**src/rtl/mem_arbiter_if.sv**
```systemverilog
// Bundle between the cache fill FSMs, the store path and main memory.
// The arbiter takes the slave view; the caches plus memory take the master view.
interface mem_arbiter_if;
    logic        d_wr_req;
    logic [15:0] d_wr_addr;
    logic [15:0] d_wr_data;
    logic        d_wr_ack;

    logic        d_fill_req;
    logic [15:0] d_fill_addr;
    logic        i_fill_req;
    logic [15:0] i_fill_addr;

    logic        d_grant;
    logic        i_grant;
    logic [15:0] fill_data;
    logic [2:0]  fill_word_idx;
    logic        d_fill_valid;
    logic        i_fill_valid;
    logic        d_fill_done;
    logic        i_fill_done;

    logic        mem_enable;
    logic        mem_wr;
    logic [15:0] mem_addr;
    logic [15:0] mem_data_out;
    logic [15:0] mem_data_in;
    logic        mem_data_valid;

    modport slave (
        input  d_wr_req, d_wr_addr, d_wr_data,
        input  d_fill_req, d_fill_addr, i_fill_req, i_fill_addr,
        input  mem_data_in, mem_data_valid,
        output d_wr_ack, d_grant, i_grant,
        output fill_data, fill_word_idx,
        output d_fill_valid, i_fill_valid, d_fill_done, i_fill_done,
        output mem_enable, mem_wr, mem_addr, mem_data_out
    );

    modport master (
        output d_wr_req, d_wr_addr, d_wr_data,
        output d_fill_req, d_fill_addr, i_fill_req, i_fill_addr,
        output mem_data_in, mem_data_valid,
        input  d_wr_ack, d_grant, i_grant,
        input  fill_data, fill_word_idx,
        input  d_fill_valid, i_fill_valid, d_fill_done, i_fill_done,
        input  mem_enable, mem_wr, mem_addr, mem_data_out
    );
endinterface

```
**src/rtl/mem_arbiter.sv**
```systemverilog
// Single-port memory arbiter: D store > D fill > I fill, one transaction outstanding.
// Fills stream one word read per cycle and count returns; return timing is the memory's.
//
//   state  | meaning
//   IDLE   | no transaction; arbitrate pending requests
//   WRITE  | one-cycle write-through store, acked this cycle
//   FILL_D | D-cache block fill: issue reads, steer returns to D
//   FILL_I | I-cache block fill: issue reads, steer returns to I
module mem_arbiter #(
    parameter int MEM_LATENCY     = 4,
    parameter int WORDS_PER_BLOCK = 8
) (
    input  logic         clk,
    input  logic         rst_n,
    mem_arbiter_if.slave bus
);
    localparam int IDX_W = $clog2(WORDS_PER_BLOCK);
    localparam int CNT_W = IDX_W + 1;
    localparam logic [CNT_W-1:0] ISSUE_END = CNT_W'(WORDS_PER_BLOCK);
    localparam logic [IDX_W-1:0] LAST_IDX  = IDX_W'(WORDS_PER_BLOCK - 1);

    typedef enum logic [1:0] {IDLE, WRITE, FILL_D, FILL_I} state_t;

    state_t           state, state_nxt;
    logic [CNT_W-1:0] issue_cnt, issue_nxt;
    logic [IDX_W-1:0] ret_cnt, ret_nxt;
    logic [15:0]      base, base_nxt;
    logic             in_fill;

    assign in_fill = (state == FILL_D) || (state == FILL_I);

    always_ff @(posedge clk) begin
        if (!rst_n) begin
            state     <= IDLE;
            issue_cnt <= '0;
            ret_cnt   <= '0;
            base      <= '0;
        end else begin
            state     <= state_nxt;
            issue_cnt <= issue_nxt;
            ret_cnt   <= ret_nxt;
            base      <= base_nxt;
        end
    end

    always_comb begin
        state_nxt         = state;
        issue_nxt         = issue_cnt;
        ret_nxt           = ret_cnt;
        base_nxt          = base;
        bus.d_wr_ack      = 1'b0;
        bus.d_grant       = 1'b0;
        bus.i_grant       = 1'b0;
        bus.fill_data     = '0;
        bus.fill_word_idx = '0;
        bus.d_fill_valid  = 1'b0;
        bus.i_fill_valid  = 1'b0;
        bus.d_fill_done   = 1'b0;
        bus.i_fill_done   = 1'b0;
        bus.mem_enable    = 1'b0;
        bus.mem_wr        = 1'b0;
        bus.mem_addr      = '0;
        bus.mem_data_out  = '0;

        case (state)
            IDLE: begin
                issue_nxt = '0;
                ret_nxt   = '0;
                if (bus.d_wr_req) begin
                    state_nxt = WRITE;
                end else if (bus.d_fill_req) begin
                    state_nxt = FILL_D;
                    base_nxt  = bus.d_fill_addr & 16'hFFF0;
                end else if (bus.i_fill_req) begin
                    state_nxt = FILL_I;
                    base_nxt  = bus.i_fill_addr & 16'hFFF0;
                end
            end

            WRITE: begin
                bus.mem_enable   = 1'b1;
                bus.mem_wr       = 1'b1;
                bus.mem_addr     = bus.d_wr_addr;
                bus.mem_data_out = bus.d_wr_data;
                bus.d_wr_ack     = 1'b1;
                state_nxt        = IDLE;
            end

            FILL_D, FILL_I: begin
                bus.d_grant   = (state == FILL_D);
                bus.i_grant   = (state == FILL_I);
                bus.fill_data = bus.mem_data_in;
                if (issue_cnt < ISSUE_END) begin
                    bus.mem_enable = 1'b1;
                    bus.mem_addr   = base + 16'({issue_cnt[IDX_W-1:0], 1'b0});
                    issue_nxt      = issue_cnt + CNT_W'(1);
                end
                // Returns are counted, not timed: whatever arrives is the next word.
                if (bus.mem_data_valid) begin
                    bus.fill_word_idx = ret_cnt;
                    bus.d_fill_valid  = (state == FILL_D);
                    bus.i_fill_valid  = (state == FILL_I);
                    ret_nxt           = ret_cnt + IDX_W'(1);
                    if (ret_cnt == LAST_IDX) begin
                        bus.d_fill_done = (state == FILL_D);
                        bus.i_fill_done = (state == FILL_I);
                        state_nxt       = IDLE;
                        issue_nxt       = '0;
                        ret_nxt         = '0;
                    end
                end
            end

            default: state_nxt = IDLE;
        endcase
    end

    // A word can never come back sooner than the memory latency after its read.
    a_no_early_return: assert property (@(posedge clk) disable iff (!rst_n)
        (in_fill && bus.mem_data_valid) |->
        (int'(issue_cnt) >= ((int'(ret_cnt) + MEM_LATENCY < WORDS_PER_BLOCK) ?
                             int'(ret_cnt) + MEM_LATENCY : WORDS_PER_BLOCK)));
endmodule

```
**src/flat_wrapper.sv**
```systemverilog
// flat-port wrapper written by rule: the top's interface ports become plain ports
module mem_arbiter_flat 
#(
    parameter int MEM_LATENCY     = 4,
    parameter int WORDS_PER_BLOCK = 8
)
  (clk, rst_n, bus_d_wr_req, bus_d_wr_addr, bus_d_wr_data, bus_d_fill_req, bus_d_fill_addr, bus_i_fill_req, bus_i_fill_addr, bus_mem_data_in, bus_mem_data_valid, bus_d_wr_ack, bus_d_grant, bus_i_grant, bus_fill_data, bus_fill_word_idx, bus_d_fill_valid, bus_i_fill_valid, bus_d_fill_done, bus_i_fill_done, bus_mem_enable, bus_mem_wr, bus_mem_addr, bus_mem_data_out);
  mem_arbiter_if bus_i ();
  input  logic clk;
  input  logic rst_n;
  input wire logic [$bits(bus_i.d_wr_req)-1:0] bus_d_wr_req;
  input wire logic [$bits(bus_i.d_wr_addr)-1:0] bus_d_wr_addr;
  input wire logic [$bits(bus_i.d_wr_data)-1:0] bus_d_wr_data;
  input wire logic [$bits(bus_i.d_fill_req)-1:0] bus_d_fill_req;
  input wire logic [$bits(bus_i.d_fill_addr)-1:0] bus_d_fill_addr;
  input wire logic [$bits(bus_i.i_fill_req)-1:0] bus_i_fill_req;
  input wire logic [$bits(bus_i.i_fill_addr)-1:0] bus_i_fill_addr;
  input wire logic [$bits(bus_i.mem_data_in)-1:0] bus_mem_data_in;
  input wire logic [$bits(bus_i.mem_data_valid)-1:0] bus_mem_data_valid;
  output wire logic [$bits(bus_i.d_wr_ack)-1:0] bus_d_wr_ack;
  output wire logic [$bits(bus_i.d_grant)-1:0] bus_d_grant;
  output wire logic [$bits(bus_i.i_grant)-1:0] bus_i_grant;
  output wire logic [$bits(bus_i.fill_data)-1:0] bus_fill_data;
  output wire logic [$bits(bus_i.fill_word_idx)-1:0] bus_fill_word_idx;
  output wire logic [$bits(bus_i.d_fill_valid)-1:0] bus_d_fill_valid;
  output wire logic [$bits(bus_i.i_fill_valid)-1:0] bus_i_fill_valid;
  output wire logic [$bits(bus_i.d_fill_done)-1:0] bus_d_fill_done;
  output wire logic [$bits(bus_i.i_fill_done)-1:0] bus_i_fill_done;
  output wire logic [$bits(bus_i.mem_enable)-1:0] bus_mem_enable;
  output wire logic [$bits(bus_i.mem_wr)-1:0] bus_mem_wr;
  output wire logic [$bits(bus_i.mem_addr)-1:0] bus_mem_addr;
  output wire logic [$bits(bus_i.mem_data_out)-1:0] bus_mem_data_out;
  assign bus_i.d_wr_req = bus_d_wr_req;
  assign bus_i.d_wr_addr = bus_d_wr_addr;
  assign bus_i.d_wr_data = bus_d_wr_data;
  assign bus_i.d_fill_req = bus_d_fill_req;
  assign bus_i.d_fill_addr = bus_d_fill_addr;
  assign bus_i.i_fill_req = bus_i_fill_req;
  assign bus_i.i_fill_addr = bus_i_fill_addr;
  assign bus_i.mem_data_in = bus_mem_data_in;
  assign bus_i.mem_data_valid = bus_mem_data_valid;
  assign bus_d_wr_ack = bus_i.d_wr_ack;
  assign bus_d_grant = bus_i.d_grant;
  assign bus_i_grant = bus_i.i_grant;
  assign bus_fill_data = bus_i.fill_data;
  assign bus_fill_word_idx = bus_i.fill_word_idx;
  assign bus_d_fill_valid = bus_i.d_fill_valid;
  assign bus_i_fill_valid = bus_i.i_fill_valid;
  assign bus_d_fill_done = bus_i.d_fill_done;
  assign bus_i_fill_done = bus_i.i_fill_done;
  assign bus_mem_enable = bus_i.mem_enable;
  assign bus_mem_wr = bus_i.mem_wr;
  assign bus_mem_addr = bus_i.mem_addr;
  assign bus_mem_data_out = bus_i.mem_data_out;
  mem_arbiter #(.MEM_LATENCY(MEM_LATENCY), .WORDS_PER_BLOCK(WORDS_PER_BLOCK)) u_core (.clk(clk), .rst_n(rst_n), .bus(bus_i));
endmodule
```
**config.mk**
```make
export PLATFORM = sky130hd
export DESIGN_NAME = mem_arbiter_flat
export DESIGN_NICKNAME = d
export VERILOG_FILES = /design/src/rtl/mem_arbiter_if.sv /design/src/rtl/mem_arbiter.sv /design/src/flat_wrapper.sv
export SDC_FILE = /design/constraint.sdc
export NUM_CORES = 1
export LEC_CHECK = 0
export ABC_AREA = 0
export BUFFER_PORTS_ARGS = -buffer_cell sky130_fd_sc_hd__buf_2
export CAP_MARGIN = 25
export CORE_MARGIN = 1.5
export CORE_UTILIZATION = 37
export CTS_CLUSTER_DIAMETER = 60
export CTS_CLUSTER_SIZE = 14
export DETAILED_ROUTE_END_ITERATION = 12
export HOLD_SLACK_MARGIN = 0.03
export PLACE_DENSITY = 0.81
export SKIP_LAST_GASP = 1
export SLEW_MARGIN = 25
export SYNTH_ARGS = -nofsm -noshare
export SYNTH_HDL_FRONTEND = slang
export SYNTH_SLANG_ARGS = --single-unit
```
**constraint.sdc**
```tcl
create_clock -name clk -period 1.8 [get_ports clk]
set_input_delay 0.36 -clock clk [delete_from_list [all_inputs] [get_ports clk]]
set_output_delay 0.36 -clock clk [all_outputs]
set_load 0.1 [all_outputs]
```
# [Yosys cells after proc, flatten, opt, wreduce, memory -nomap -nowiden]
# Index checks and enable logic that the tools add are counted.
[classes] bitwise=1 order_cmp=1 muxes=36 shift=0 reduce_logical=7 eq_ne=7 div=0 n_mul=0 addsub=3
[op_table] cell="$mux W16" n=5
[op_table] cell="$pmux W16 S2" n=1
[op_table] cell="$add A16 B4 Y16" n=1
[op_table] cell="$mux W1" n=14
[op_table] cell="$mux W3" n=4
[op_table] cell="$mux W4" n=3
[op_table] cell="$mux W2" n=5
[op_table] cell="$pmux W4 S2" n=1
[op_table] cell="$pmux W2 S3" n=1
[op_table] cell="$pmux W3 S2" n=1
[op_table] cell="$reduce_and A3 Y1" n=2
[op_table] cell="$add A4 B1 Y4 const B" n=1
[op_table] cell="$eq A2 B2 Y1 const B" n=2
[op_table] cell="$lt A4 B4 Y1 const B" n=1
[op_table] cell="$ne A4 B4 Y1 const B" n=1
[op_table] cell="$reduce_bool A2 Y1" n=2
[op_table] cell="$add A3 B1 Y3 const B" n=1
[op_table] cell="$eq A3 B3 Y1 const B" n=1
[op_table] cell="$eq A2 B1 Y1 const B" n=1
[op_table] cell="$logic_not A2 Y1" n=1
[op_table] cell="$ne A2 B1 Y1 const B" n=1
[op_table] cell="$ne A2 B2 Y1 const B" n=1
[op_table] cell="$pmux W1 S2" n=1
[op_table] cell="$reduce_and A2 Y1" n=1
[op_table] cell="2 further kinds" n=2
[word_totals] mem_count=0 ff_bits=25 out_inout_bits=60 latchBits=0 ramBits=0 rom_bits=0 inputBits=86 word_cells=59

# [Logic depth before layout (Yosys ltp)]
[depth] depth_word=5 ltp_mapped=5

# [Worst setup path before layout]
# Ideal clock, no wire load.
[synth_timing] path_type="register to output" start="reg u_core.state[1]" end="out bus_d_fill_done" stages_incl_launch_ff=4 slack_ns=-1.514 arrival_time_ns=2.954 n_path_buf=1 path_cell_list="dfxtp_1 > buf_2 > nor2b_1 > and3_1"
[synth_via] elab_chain_len=4
[synth_lines] item="start, declared" line="mem_arbiter.sv:24" text="state_t state, state_nxt;"
[synth_lines] item="start signal, assigned" line="mem_arbiter.sv:39" text="state <= state_nxt;"
[synth_lines] item="$eq A2 B2 Y1" line="mem_arbiter.sv:65, mem_arbiter.sv:105"
[synth_lines] item="$mux W1" line="mem_arbiter.sv:104" text="if (ret_cnt == LAST_IDX) begin"
[synth_lines] item="$mux W1" line="mem_arbiter.sv:99" text="if (bus.mem_data_valid) begin"
[synth_lines] item="$mux W1 *" line="mem_arbiter.sv:65" text="case (state)"
[synth_lines] item="end, declared" line="flat_wrapper.sv:27" text="output wire logic [$bits(bus_i.d_fill_done)-1:0] bus_d_fill_done;"
# Every way passes the cells marked *; elsewhere a longest branch is shown, timed or not.

# [Worst setup path in the final report]
[layout_timing] start="reg u_core.state[0]" end="out bus_mem_addr[7]"
[layout_via] elab_chain_len=3
[layout_lines] item="$eq A2 B2 Y1 (on tied branches)"
[layout_lines] item="$reduce_or A2 Y1" line="mem_arbiter.sv:65"
[layout_lines] item="$pmux W16 S2 *" line="mem_arbiter.sv:65"
[layout_lines] item="end, declared" line="flat_wrapper.sv:31" text="output wire logic [$bits(bus_i.mem_addr)-1:0] bus_mem_addr;"
# Marks and branches as above.

==> results <==
- Setup violations remaining at the end of the flow were counted as 0.
- Summed over all failing endpoints, the final setup total negative slack is 0 ns.
- Walking the worst path, the cells encountered are nor2b_4, buf_12, a22o_2, buf_12.
- The buffers plus inverters on the worst setup path is 2.
- The arrival time at the worst endpoint is ~1.4 ns.
- The mapped cell area is 1530 µm².
- The biggest area contributor in the post-synthesis netlist is dfxtp_1.
- The largest individual stage delay along the critical path comes from the cell dfxtp_1.
- The total nets after synthesis is roughly 270.
- The total clock buffers created by CTS is 3.
- Global routing consumed, on the met2 layer, 47.6% of the routing resources.
- The share of layout cells above drive strength 1 is 66.7%.
- The predominant post-synthesis flop cell is dfxtp_1.
- The peak ir drop on the vdd network is ~0.00045 V.
- The final max-slew violation count was 0.
- The static leakage is 0.00164 µW.
- Global routing used 23.6% of the available tracks.
- In this run the remaining antenna-violating nets after routing total 0.
- The pin count of the biggest net entering global routing is 24.
- The total iterations of the first detailed-routing run is 4.
- Yosys printed 0 warnings.
- The deepest clock path buffer count is 2.
- The hold path depth is 4.
- The area of all placed cells without fillers is 3310 µm².
- Once placement finished, the instance area stood at 3220 µm².
- The data required time of the worst path is approximately 1.4 ns.
- The HPWL after detailed placement is 4590 µm.
- The count of endpoints failing hold in the final timing report is 0.
- The final layout contains routed wiring with a total length of 5600 µm.
- In the layout the commonest cells are buf_2 (79), buf_12 (59), nand3_1 (20), and2_2 (19), dfxtp_1 (18).
- The effective utilization at floorplan is 38.3%.
- In the synthesized netlist the async set-or-reset flop fraction comes to 0%.
- The beginning of the worst register-to-register path is u_core.ret_cnt[0].
- In the global route stage, met1 resource usage came out at a little under a quarter.
- Relative to the synthesized area, the layout overhead comes to 115%.
- The share of Yosys cell area claimed by the top area cell type is 27.4%.
- The final layout contains 404 nets.
- For this design the top-level I/O count stands at 146.
- The global-route wire length before repair is 8180 µm.
- The share of the core filled with cells in the final layout is between 80 and 90%.
- After filler insertion, the fill cell instance count of the layout stands at approximately 220.
- In the final routed layout, each cell accounts on average for between 15 and 20 µm.
- The number of global-route vias before repair came to 1748.
- The commonest non-fill, non-tap cell in the layout is buf_2.
- Derived from the worst setup path, the maximum achievable clock frequency is roughly 570 MHz.
- The number of distinct library cells after synthesis is 32.
- The critical path starts at u_core.state[0].
- The worst setup path is launched from a flop.
- The worst setup path is of the flop to output port kind.
- The number of antenna violations at the first check in global routing came to 0.
- The tree is rooted in a clkbuf_8.
- Hold timing on the final database bottoms out at a slack of 0.466 ns.
- After the first detailed-routing iteration, the DRC count stood at ~40.
- The storage element area is around 430 µm².
- The transition time at the pin with the least slew margin is 0.483 ns.
- Global routing used ~7% of the available met3 tracks.
- Counting buffers and inverters, the worst setup path is 4 cells deep.
- Clock-pin slew was measured on the worst setup and hold paths at 0.08 ns.
- The worst hold path begins at bus_i_fill_addr[13].
- The type of the most critical hold path is primary input to flop.
- For this run, the register share of the synthesized area comes to 27.4%.
- The flow ran to the end, and the final reports show no timing, DRC or antenna violations.
- The total of buffers placed on input and output ports is 137.
- At the end of routability-driven placement, the weighted congestion stood at 0.763.
- Dividing the final minimum period by the clock period gives 97.0%.
- For the worst-skew pair, the clock arrives at the later sink with an insertion delay of 0.26 ns.
- In the routed design, unresolved DRC markers number 0.
- The routed layout has 1861 vias.
- Counting flops with a built-in enable in the synthesized netlist gives 0.
- The most used routing layer in global routing is met2.
- The average cell area after synthesis is 8.62 µm².
- The floorplan step set the die width to approximately 67 µm.
- The die covers 4540 µm².
- In this run the number of H-tree levels came out at 1.
- The largest fanout on the critical path is 20.
- The total overflow reported by the global router is 0.
- The clock net in this run drives a total of 21 sinks.
- The power per cell area is ~700 nW/µm².
- Across the routed clock network, the largest skew measured is between 0.002 and 0.003 ns.
- The largest single stage delay on the critical path is 0.35 ns.
- The worst path in the final design needs a cycle of ~1.7 ns, including I/O delays and setup.
- By area the synthesized netlist is led by dfxtp_1 (27%), and2_1 (14%), a22o_1 (8.6%), mux2i_1 (7.8%), o211a_1 (7.8%).
- The tool flagged a number of max-cap violations equal to 0.
- Counting cells, the worst reg-to-reg path comes to 5.
- The TritonCTS clock tree is done.
- Among the stages of the critical path, the cell type that occurs most often is buf_12.
- The post-synthesis register bit count is 21.
- On the critical path the largest part of the delay comes from buffers and inverters.
- The core region area is 4000 µm².
- The die extent in y is 67.4 µm.
- Using the TritonRoute via totals, the vias-per-cell ratio works out to ~5.1.
- The number of cells produced by synthesis is 178.
- In the final layout, the multi-input gates occupy 1090 µm².
- The repair_antennas step left the layout with diodes totalling 0.
- The worst setup path is captured at an output port.
- The number of placement rows is 23.
- The worst slew margin relative to its limit is approximately 68%.
## cell usage after synthesis, types with 2 or more instances
master / count
dfxtp_1: 21
a21boi_1: 4
and2_1: 35
nand3_1: 20
ha_1: 5
o211a_1: 12
buf_6: 2
buf_2: 9
inv_1: 3
o21ai_1: 3
nor2b_1: 5
mux2i_1: 12
nor2_1: 2
nand2_1: 3
and3_1: 6
buf_4: 2
a22o_1: 15
clkbuf_1: 5
## per-layer routing
layer,part of all wire [%],vias up
met4,0.97,0
met5,0,-
met1,34,856
met3,9.8,6
li1,-,905
met2,55,94
## power breakdown
group,switching (µW),internal (µW)
registers,25.3,500
logic,889,544
clock network,152,158
total,1070,1200
## kinds of logic (layout without fill, tap and decap cells)
group,after synthesis,count (layout),share of synthesized area [%]
mux,12,12,7.83
compound gates,41,41,23.2
fa+ha+maj,5,5,4.08
buf+inv,21,155,7.34
simple gates,78,78,30.2
flops,21,21,27.4
## layout make-up
cell class / instances / share of cell area, %
Timing Repair Buffer: 148 / 50.4
Multi-Input combinational cell: 136 / 33.1
Sequential cell: 21 / 12.9
Tap cell: 50 / 1.89
Clock buffer: 4 / 1.36
Inverter: 3 / 0.341
## timing repair
action / 4_1_cts / 5_1_grt
gates resized for setup: 2 / 9
cloned: 0 / 1
hold endpoints to repair: 0 / 0
setup buffers: 0 / 1
setup endpoints to repair: 16 / 31
hold buffers: 0 / 0
pin swaps: 0 / 0
## flip-flops by register name (all words and copies together), names as in the netlist
register	cells
u_core.base	12
u_core.issue_cnt	4
u_core.ret_cnt	3
u_core.state	2
## path summary, 6_finish.rpt
check	end	slack, ns
worst min register to register	u_core.base[12]	0.51
worst max register to register	u_core.issue_cnt[1]	0.34
worst min-delay path	u_core.base[13]	0.47
worst max-delay path	bus_mem_addr[7]	0.05
## stage by stage
step                instances  setup WS [ns]  total power (µW)
CTS                       360        -0.0129              2260
finish                    362         0.0535              2270
floorplan                 178        -0.0762              1420
global placement          356          0.288              1930
global route              362        -0.0120              2350
detailed placement        356          0.264              1950
## worst register-to-register path, delay by kind of cell (launching register included)
family                   cells  cell delay (ns)
AO/OA/AOI/OAI                2             0.44
adder cells (fa/ha/maj)      2             0.46
flip-flops                   1             0.34
AND/OR/NAND/NOR              1             0.13
(Power assumes the default switching activity.)
